## src/rtl/alu_seq.sv

```systemverilog
`default_nettype none
// +----------------------------------------------------------------------+
// | Module      : alu_seq                                                |
// | Description : Handshaked ALU; single-cycle logic/branch ops,         |
// |               bit-serial shifts and shift-add multiply.              |
// | Revision    : 1.0 - initial release                                  |
// +----------------------------------------------------------------------+
module alu_seq #(
  parameter int W = 8
) (
  input  logic         Clk,
  input  logic         Reset,
  input  logic         InValid,
  output logic         InReady,
  input  logic [W-1:0] InputA,
  input  logic [W-1:0] InputB,
  input  logic [3:0]   ALU_OP,
  output logic         OutValid,
  input  logic         OutReady,
  output logic [W-1:0] ALU_OUT,
  output logic         Zero
);

  localparam int CNT_W = $clog2(W + 1);

  localparam logic [CNT_W-1:0] c_cnt_full = CNT_W'(W);
  localparam logic [CNT_W-1:0] c_cnt_one  = CNT_W'(1);
  localparam logic [W-1:0]     c_w_val    = W'(W);

  localparam logic [3:0] c_op_add  = 4'd0;
  localparam logic [3:0] c_op_sub  = 4'd1;
  localparam logic [3:0] c_op_and  = 4'd2;
  localparam logic [3:0] c_op_or   = 4'd3;
  localparam logic [3:0] c_op_xor  = 4'd4;
  localparam logic [3:0] c_op_srl  = 4'd5;
  localparam logic [3:0] c_op_sll  = 4'd6;
  localparam logic [3:0] c_op_xorr = 4'd7;
  localparam logic [3:0] c_op_beq  = 4'd8;
  localparam logic [3:0] c_op_bne  = 4'd9;
  localparam logic [3:0] c_op_blt  = 4'd10;
  localparam logic [3:0] c_op_mul  = 4'd11;

  typedef enum logic [1:0] {
    IDLE = 2'd0,
    BUSY = 2'd1,
    DONE = 2'd2
  } state_t;

  state_t             r_state;
  state_t             w_next;
  logic [W-1:0]       r_a;
  logic [W-1:0]       r_b;
  logic [3:0]         r_op;
  logic [W-1:0]       r_acc;
  logic               r_zero;
  logic [CNT_W-1:0]   r_cnt;

  logic               w_is_shift;
  logic [CNT_W-1:0]   w_shamt;
  logic [W-1:0]       w_imm_out;
  logic               w_imm_zero;

  assign w_is_shift = (ALU_OP == c_op_srl) || (ALU_OP == c_op_sll);
  // Shift amounts of W or more saturate at W steps, which clears the operand.
  assign w_shamt    = (InputB >= c_w_val) ? c_cnt_full : InputB[CNT_W-1:0];

  always_comb begin
    w_imm_out  = '0;
    w_imm_zero = 1'b0;
    case (ALU_OP)
      c_op_add:  w_imm_out = InputA + InputB;
      c_op_sub:  w_imm_out = InputA - InputB;
      c_op_and:  w_imm_out = InputA & InputB;
      c_op_or:   w_imm_out = InputA | InputB;
      c_op_xor:  w_imm_out = InputA ^ InputB;
      c_op_xorr: w_imm_out = {{(W-1){1'b0}}, ^InputA};
      c_op_beq:  w_imm_zero = (InputA == InputB);
      c_op_bne:  w_imm_zero = (InputA != InputB);
      c_op_blt:  w_imm_zero = (InputA < InputB);
      c_op_srl, c_op_sll, c_op_mul: w_imm_out = '0;
      default:   w_imm_out = W'(1);
    endcase
  end

  always_ff @(posedge Clk or posedge Reset) begin
    if (Reset) r_state <= IDLE;
    else       r_state <= w_next;
  end

  always_comb begin
    w_next = r_state;
    case (r_state)
      IDLE: begin
        if (InValid) begin
          if ((ALU_OP == c_op_mul) || (w_is_shift && (w_shamt != '0))) w_next = BUSY;
          else                                                         w_next = DONE;
        end
      end
      BUSY:    if (r_cnt == c_cnt_one) w_next = DONE;
      DONE:    if (OutReady) w_next = IDLE;
      default: w_next = IDLE;
    endcase
  end

  always_ff @(posedge Clk or posedge Reset) begin
    if (Reset) begin
      r_a    <= '0;
      r_b    <= '0;
      r_op   <= '0;
      r_acc  <= '0;
      r_zero <= 1'b0;
      r_cnt  <= '0;
    end else begin
      case (r_state)
        IDLE: begin
          if (InValid) begin
            r_a    <= InputA;
            r_b    <= InputB;
            r_op   <= ALU_OP;
            r_zero <= w_imm_zero;
            if (ALU_OP == c_op_mul) begin
              r_acc <= '0;
              r_cnt <= c_cnt_full;
            end else if (w_is_shift) begin
              r_acc <= InputA;
              r_cnt <= w_shamt;
            end else begin
              r_acc <= w_imm_out;
              r_cnt <= '0;
            end
          end
        end
        BUSY: begin
          r_cnt <= r_cnt - c_cnt_one;
          case (r_op)
            c_op_srl: r_acc <= r_acc >> 1;
            c_op_sll: r_acc <= r_acc << 1;
            default: begin
              // Shift-add: r_a is the shifted multiplicand, r_b the consumed multiplier.
              if (r_b[0]) r_acc <= r_acc + r_a;
              r_a <= r_a << 1;
              r_b <= r_b >> 1;
            end
          endcase
        end
        default: ;
      endcase
    end
  end

  assign InReady  = (r_state == IDLE);
  assign OutValid = (r_state == DONE);
  assign ALU_OUT  = r_acc;
  assign Zero     = r_zero;

endmodule
`default_nettype wire

```

## config.mk

```make
export PLATFORM = sky130hd
export DESIGN_NAME = alu_seq
export DESIGN_NICKNAME = d
export VERILOG_FILES = /design/src/rtl/alu_seq.sv
export SDC_FILE = /design/constraint.sdc
export NUM_CORES = 1
export LEC_CHECK = 0
export CORE_AREA = 2 2 80 159
export DETAILED_ROUTE_END_ITERATION = 6
export DIE_AREA = 0 0 82 161
export MAX_ROUTING_LAYER = met4
export SLEW_MARGIN = 25
export SYNTH_ARGS = -nofsm -noshare
export SYNTH_HDL_FRONTEND = slang
export SYNTH_SLANG_ARGS = --single-unit
```

## constraint.sdc

```tcl
create_clock -name Clk -period 2.2 [get_ports Clk]
set_input_delay 0.66 -clock Clk [delete_from_list [all_inputs] [get_ports Clk]]
set_output_delay 0.66 -clock Clk [all_outputs]
set_load 0.005 [all_outputs]
```

==> impl_metrics.yaml, run 1 <==
clock_network:
  clock_latency_ps: 280
  cts_buffers: 5
  h-tree-depth: 2
  clock_path_buffers: 2
  clk_pin_slew_ps: 60
  root_buffer: "clkbuf_16"
  cts_tree: "built"
  numClockSinks: 35
  ctsHoldBuffers: 0
layout:
  stdcell_area_um2: 5388
  fin_nets: 638
  num_antenna_cells: 0
  drive_gt1_share_pct: 36.16
  final_util_pct: 44.97
  final_cells: 725
  areaGrowthSynthToFinish_pct: 51.62
pwr:
  finalPower_mw: 5.430
  static-leakage-power_nw: 2.342
  ir_worst_vdd_v: 0.0007888
  powerDensity_nw_per_um2: 1008
critical_path:
  crit_family: "compound AO/OA/AOI/OAI gates"
  worstPathRequired_ps: 2370
  r2r_start: "r_a[0]"
  critPathLaunch: "InputA[4]"
  cp-end-kind: "flop"
  r2r_cells: 9
  ff2ff_setup_slack_ps: 130
  cp.arrival_ps: 2420
  path_max_fanout: 5
  cp-start-kind: "primary input"
  cpPeakStageDelay_ps: 310
  crit_chain: "clkdlybuf4s15_2 -> inv_2 -> ha_4 -> nor2_4 -> a221oi_4 -> buf_4 -> o2111a_1 -> o32ai_2 -> a21oi_1 -> o22a_1"
  critPathSlowestCell: "o32ai_2"
  r2r_end: "ALU_OUT[6]"
  critPathBufInv: 3
  worstSetupPathType: "in2reg"
sta:
  fin_crit_ps: 2250
  tightest_slew_ps: 581.0
  fin_crit_sh_pct: 102.3
  setup_viol: 1
  whs_ps: 490.6
  drv_slew: 0
  fin_setup_tns_ps: -49.82
  rsz0062_at_grt: "true"
  fmax_mhz: 444.5
  final_hold_viol_count: 0
  setup_slack_ps: -49.82
  slew_headroom_pct: 61.19
  fin_skew_ps: 4.424
drt:
  drc_errors: 0
  wl_per_cell_um: 17.69
  ant_nets: 0
  viasPerCell: 5.390
  via_count: 3908
  drt_wl_total_um: 12830
  firstDrtPassIters: 5
  drt_iter0_drc: 281
run_status:
  status: "complete, but fails checks"
  violations: "negative setup slack"
die:
  start_util_pct: 29.66
  die_area_um2: 13200
  rows: 57
  die_h_um: 161
  core-area_um2: 11980
  die_w_um: 82
  ioPinCount: 35
global_routing:
  gr-total-overflow: 0
  busiest_layer: "met2"
  grtUsageMet3_pct: 2.682
  grt_util_met2_pct: 32.34
  grt_max_degree: 36
  grtUsageMet1_pct: 25.62
  grt_antenna_before_repair: 0
  grt_usage_pct: 20.00
  first_global_vias: 3772
  grt_pass1_wl_um: 19870
min_path:
  holdPathEnd: "Zero"
  hold_path.class: "reg2reg"
  whs_path_depth: 2
  min-delay-start: "Zero"
synth:
  syn_area_per_cell_um2: 7.985
  synth_fp_nets: 506
  synth_seq_area_share_pct: 24.65
  synth-main-ff-cell: "dfrtp_1"
  synthDistinctLibCells: 66
  ys_seq_elements: 35
  ys_warn_count: 0
  postSynthCellCount: 445
  async_flop_share_pct: 100.0
  synth-edff-count: 0
  syn_area_um2: 3553
placed_design:
  dpl-instance-area_um2: 4753
  dp_slack_ps: -854.3
  dp.cells: 704
  dp_hpwl_um: 9611
  place_congestion: 0.9254
  io_buffer_count: 34
flow_run:
  max_cap_violations: 0
registers in the layout (all words and copies together) (netlist names):
register / count
r_op: 4
r_cnt: 4
r_a: 8
r_state: 2
r_b: 8
ALU_OUT: 8
Zero: 1
repair_timing:
item | CTS | global route
endpoints found under the setup margin | 15 | 12
buffers inserted | 9 | 4
gates resized for setup | 113 | 43
pin swaps | 21 | 30
per-layer routing:
metal / vias up / wire, um
li1: 1887 / -
met1: 1854 / 5409
met2: 137 / 6503
met3: 30 / 602
met4: 0 / 310
met5: - / 0
final cells by class:
cell class	count	area, um2
well taps	147	183.9
clock inverters	3	43.79
clock buffers	5	125.1
repair buffers	147	1229
flip-flops and latches	35	877.1
inverters	34	140.1
multi-input cells	354	2789
fillers	1207	6594
tightest hold or removal path, stage by stage, from the launching register on:
cell and delay [ps]:
dfrtp_1 350, nand2_1 70, o41ai_2 40
where the power goes:
part | total, mW | internal [mW] | switching [mW]
combinational | 3.35 | 1.60 | 1.75
clock | 0.830 | 0.535 | 0.295
sequential | 1.25 | 0.975 | 0.276
total | 5.43 | 3.11 | 2.32
cells in the mapped netlist, drive strengths merged, types with 11 or more instances:
cell,number,area share (%)
o21ai,25,3.8
dfrtp,35,25
inv,34,3.6
nor2b,12,2.1
a31oi,19,3.3
nor3,14,2.3
buf,16,2.3
ha,34,12
nand3,12,1.7
a21oi,26,3.7
nor2,39,4.3
xnor2,11,2.7
nand2,45,4.8
how the worst max path moves through the flow:
stage                  to  slack (ps)  cells past startpoint
3_3_place_gp   ALU_OUT[3]        -780                      9
6_report       ALU_OUT[7]         -50                     10
5_1_grt        ALU_OUT[7]         -70                     10
4_1_cts        ALU_OUT[3]           2                      7
2_1_floorplan        Zero        -100                     10
3_5_place_dp   ALU_OUT[5]        -850                      9
logic make-up (layout without fill, tap and decap cells):
logic type,Yosys count,in the layout,synth area share (%)
flops,35,35,24.65
simple gates,148,148,20.32
buf+inv,56,189,6.514
compound gates,147,147,29.09
mux,6,6,1.831
fa+ha+maj,37,37,13.66
xor+xnor,16,16,3.944
cells in the final DEF, fill, tap and decap left out, types with 4 or more instances in the layout:
| cell type | n |
|---|---|
| a31oi_1 | 19 |
| o21ai_0 | 18 |
| nor2b_1 | 9 |
| xnor2_1 | 11 |
| nor2_1 | 36 |
| dlygate4sd2_1 | 4 |
| nand2_1 | 45 |
| o22ai_1 | 4 |
| inv_2 | 11 |
| o21a_1 | 5 |
| buf_4 | 102 |
| a22oi_1 | 6 |
| mux2_2 | 4 |
| a21oi_2 | 5 |
| a211oi_1 | 5 |
| o21bai_1 | 5 |
| clkdlybuf4s50_1 | 16 |
| o21ai_1 | 4 |
| buf_6 | 16 |
| nand3_1 | 10 |
| ha_1 | 21 |
| a21oi_1 | 21 |
| nor3_1 | 10 |
| clkbuf_16 | 5 |
| dfrtp_1 | 34 |
| xor2_1 | 4 |
| inv_1 | 19 |
| o31ai_1 | 5 |
| ha_4 | 10 |
| a21o_1 | 7 |
| nand2b_1 | 6 |
Power figures use the tool's default switching activity.
==> run 2: changes to the inputs <==
--- a/config.mk
+++ b/config.mk
@@ -5,10 +5,11 @@
 export SDC_FILE = /design/constraint.sdc
 export NUM_CORES = 1
 export LEC_CHECK = 0
-export CORE_AREA = 2 2 80 159
+export CORE_AREA = 2 2 58 115
 export DETAILED_ROUTE_END_ITERATION = 6
-export DIE_AREA = 0 0 82 161
+export DIE_AREA = 0 0 60 117
 export MAX_ROUTING_LAYER = met4
+export PLACE_DENSITY = 0.81
 export SLEW_MARGIN = 25
 export SYNTH_ARGS = -nofsm -noshare
 export SYNTH_HDL_FRONTEND = slang
==> run 2 against run 1 <==
The run still ends with negative setup slack left. Combinational power grew 10%. Die area shrank 47%. Design area grew 2.9%. Sequential power grew 7%. Final cell count shrank 7.3%. Via count grew 17%. Clock-buffer cell count is the same. Clock skew grew 3.3 ps. Maximum frequency shrank 8.6%.
==> impl_metrics.yaml, run 2 (same netlist as run 1, synthesis figures left out) <==
layout:
  areaGrowthSynthToFinish_pct: 56.06
  final_util_pct: 89.34
  fin_nets: 645
  stdcell_area_um2: 5545
  final_cells: 672
  final_common_cell: "buf_4"
  drive_gt1_share_pct: 40.85
  final_cell_mix: "buf_4, nand2_1, nor2_1, dfrtp_1, buf_6"
drt:
  via_count: 4580
  drt_iter0_drc: 560
  drt_wl_total_um: 16590
  firstDrtPassIters: 6
  wl_per_cell_um: 24.68
  ant_nets: 0
  drc_errors: 0
  viasPerCell: 6.815
die:
  core-area_um2: 6207
  die_h_um: 117
  rows: 41
  ioPinCount: 35
  start_util_pct: 57.25
  die_area_um2: 7020
  die_w_um: 60
global_routing:
  first_global_vias: 4233
  grt_max_degree: 36
  grt_pass1_wl_um: 21800
  grt_usage_pct: 42.71
  gr-total-overflow: 0
  grt_antenna_before_repair: 1
placed_design:
  dp_slack_ps: -914.7
  dpl-instance-area_um2: 4667
  place_congestion: 1.022
  io_buffer_count: 34
  dp_hpwl_um: 8817
  dp.cells: 640
sta:
  fin_crit_ps: 2461
  fmax_mhz: 406.4
  setup_viol: 8
  fin_crit_sh_pct: 111.8
  final_hold_viol_count: 0
  tightest_slew_ps: 729.3
  rsz0062_at_grt: "true"
  whs_ps: 530.4
  fin_skew_ps: 7.684
  drv_slew: 0
  slew_headroom_pct: 50.12
  fin_setup_tns_ps: -969.3
  setup_slack_ps: -260.6
critical_path:
  cp.arrival_ps: 2660
  cp-end-kind: "flop"
  worstPathRequired_ps: 2400
  path_max_fanout: 3
  worstSetupPathType: "reg2reg"
  cp-start-kind: "flop"
min_path:
  hold_path.class: "reg2reg"
clock_network:
  root_buffer: "clkbuf_16"
  h-tree-depth: 2
  clock_path_buffers: 2
  clock_latency_ps: 290
  numClockSinks: 35
  cts_buffers: 5
  ctsHoldBuffers: 0
  cts_tree: "built"
  clk_pin_slew_ps: 60
pwr:
  finalPower_mw: 5.759
  static-leakage-power_nw: 2.404
  ir_worst_vdd_v: 0.0009850
  powerDensity_nw_per_um2: 1038
run_status:
  violations: "negative setup slack"
  status: "complete, but fails checks"
flow_run:
  max_cap_violations: 0
## run 2: layout make-up
type | instances | area, um2
flip-flops and latches | 35 | 878.3
repair buffers | 154 | 1320
inverters | 34 | 142.6
clock buffers | 5 | 125.1
fillers | 291 | 661.9
well taps | 86 | 107.6
clock inverters | 3 | 20.02
multi-input cells | 354 | 2949
diodes | 1 | 2.502
## run 2: power by group
| part | leakage (nW) | internal [mW] | switching, mW |
|---|---|---|---|
| Clock | 0.0658 | 0.418 | 0.308 |
| Combinational | 1.93 | 1.63 | 2.07 |
| Sequential | 0.410 | 0.976 | 0.361 |
## run 2: worst max-delay path, cell delays in order (launching register included)
cell	delay, ps
dfrtp_1	400
ha_1	240
inv_1	80
fa_1	430
nor2b_1	170
o21ai_0	120
a211oi_1	610
nor3_1	120
a31oi_1	210
## run 2: per-layer routing
metal	global-route usage (%)	wire length [um]
met5	-	0
met2	68.33	7574
met3	5.604	1948
met1	48.38	5297
met4	28.15	1766
## run 2: timing repair
action                                  in CTS  in global routing
pin swaps                                   36                 36
endpoints found under the setup margin      15                 14
gates resized for setup                    127                 77
buffers inserted                             8                 15
## run 2: worst paths after layout
path | start | endpoint | slack [ps] | cells past startpoint
max | r_a[0] | ALU_OUT[4] | -260 | 8
min | r_op[2] | r_op[2] | 530 | 1
max reg2reg | r_a[0] | ALU_OUT[4] | -260 | 8
min reg2reg | r_op[2] | r_op[2] | 530 | 1
max in group asynchronous | Reset | ALU_OUT[0] | 1060 | 3
min in group asynchronous | Reset | r_a[7] | 780 | 3
==> run 3: changes to the inputs <==
--- a/config.mk
+++ b/config.mk
@@ -6,6 +6,7 @@
 export NUM_CORES = 1
 export LEC_CHECK = 0
 export CORE_AREA = 2 2 58 115
+export CTS_CLUSTER_DIAMETER = 40
 export DETAILED_ROUTE_END_ITERATION = 6
 export DIE_AREA = 0 0 60 117
 export MAX_ROUTING_LAYER = met4
==> results of run 3 <==
No change in the layout: final DEF, timing and power equal those of run 2.
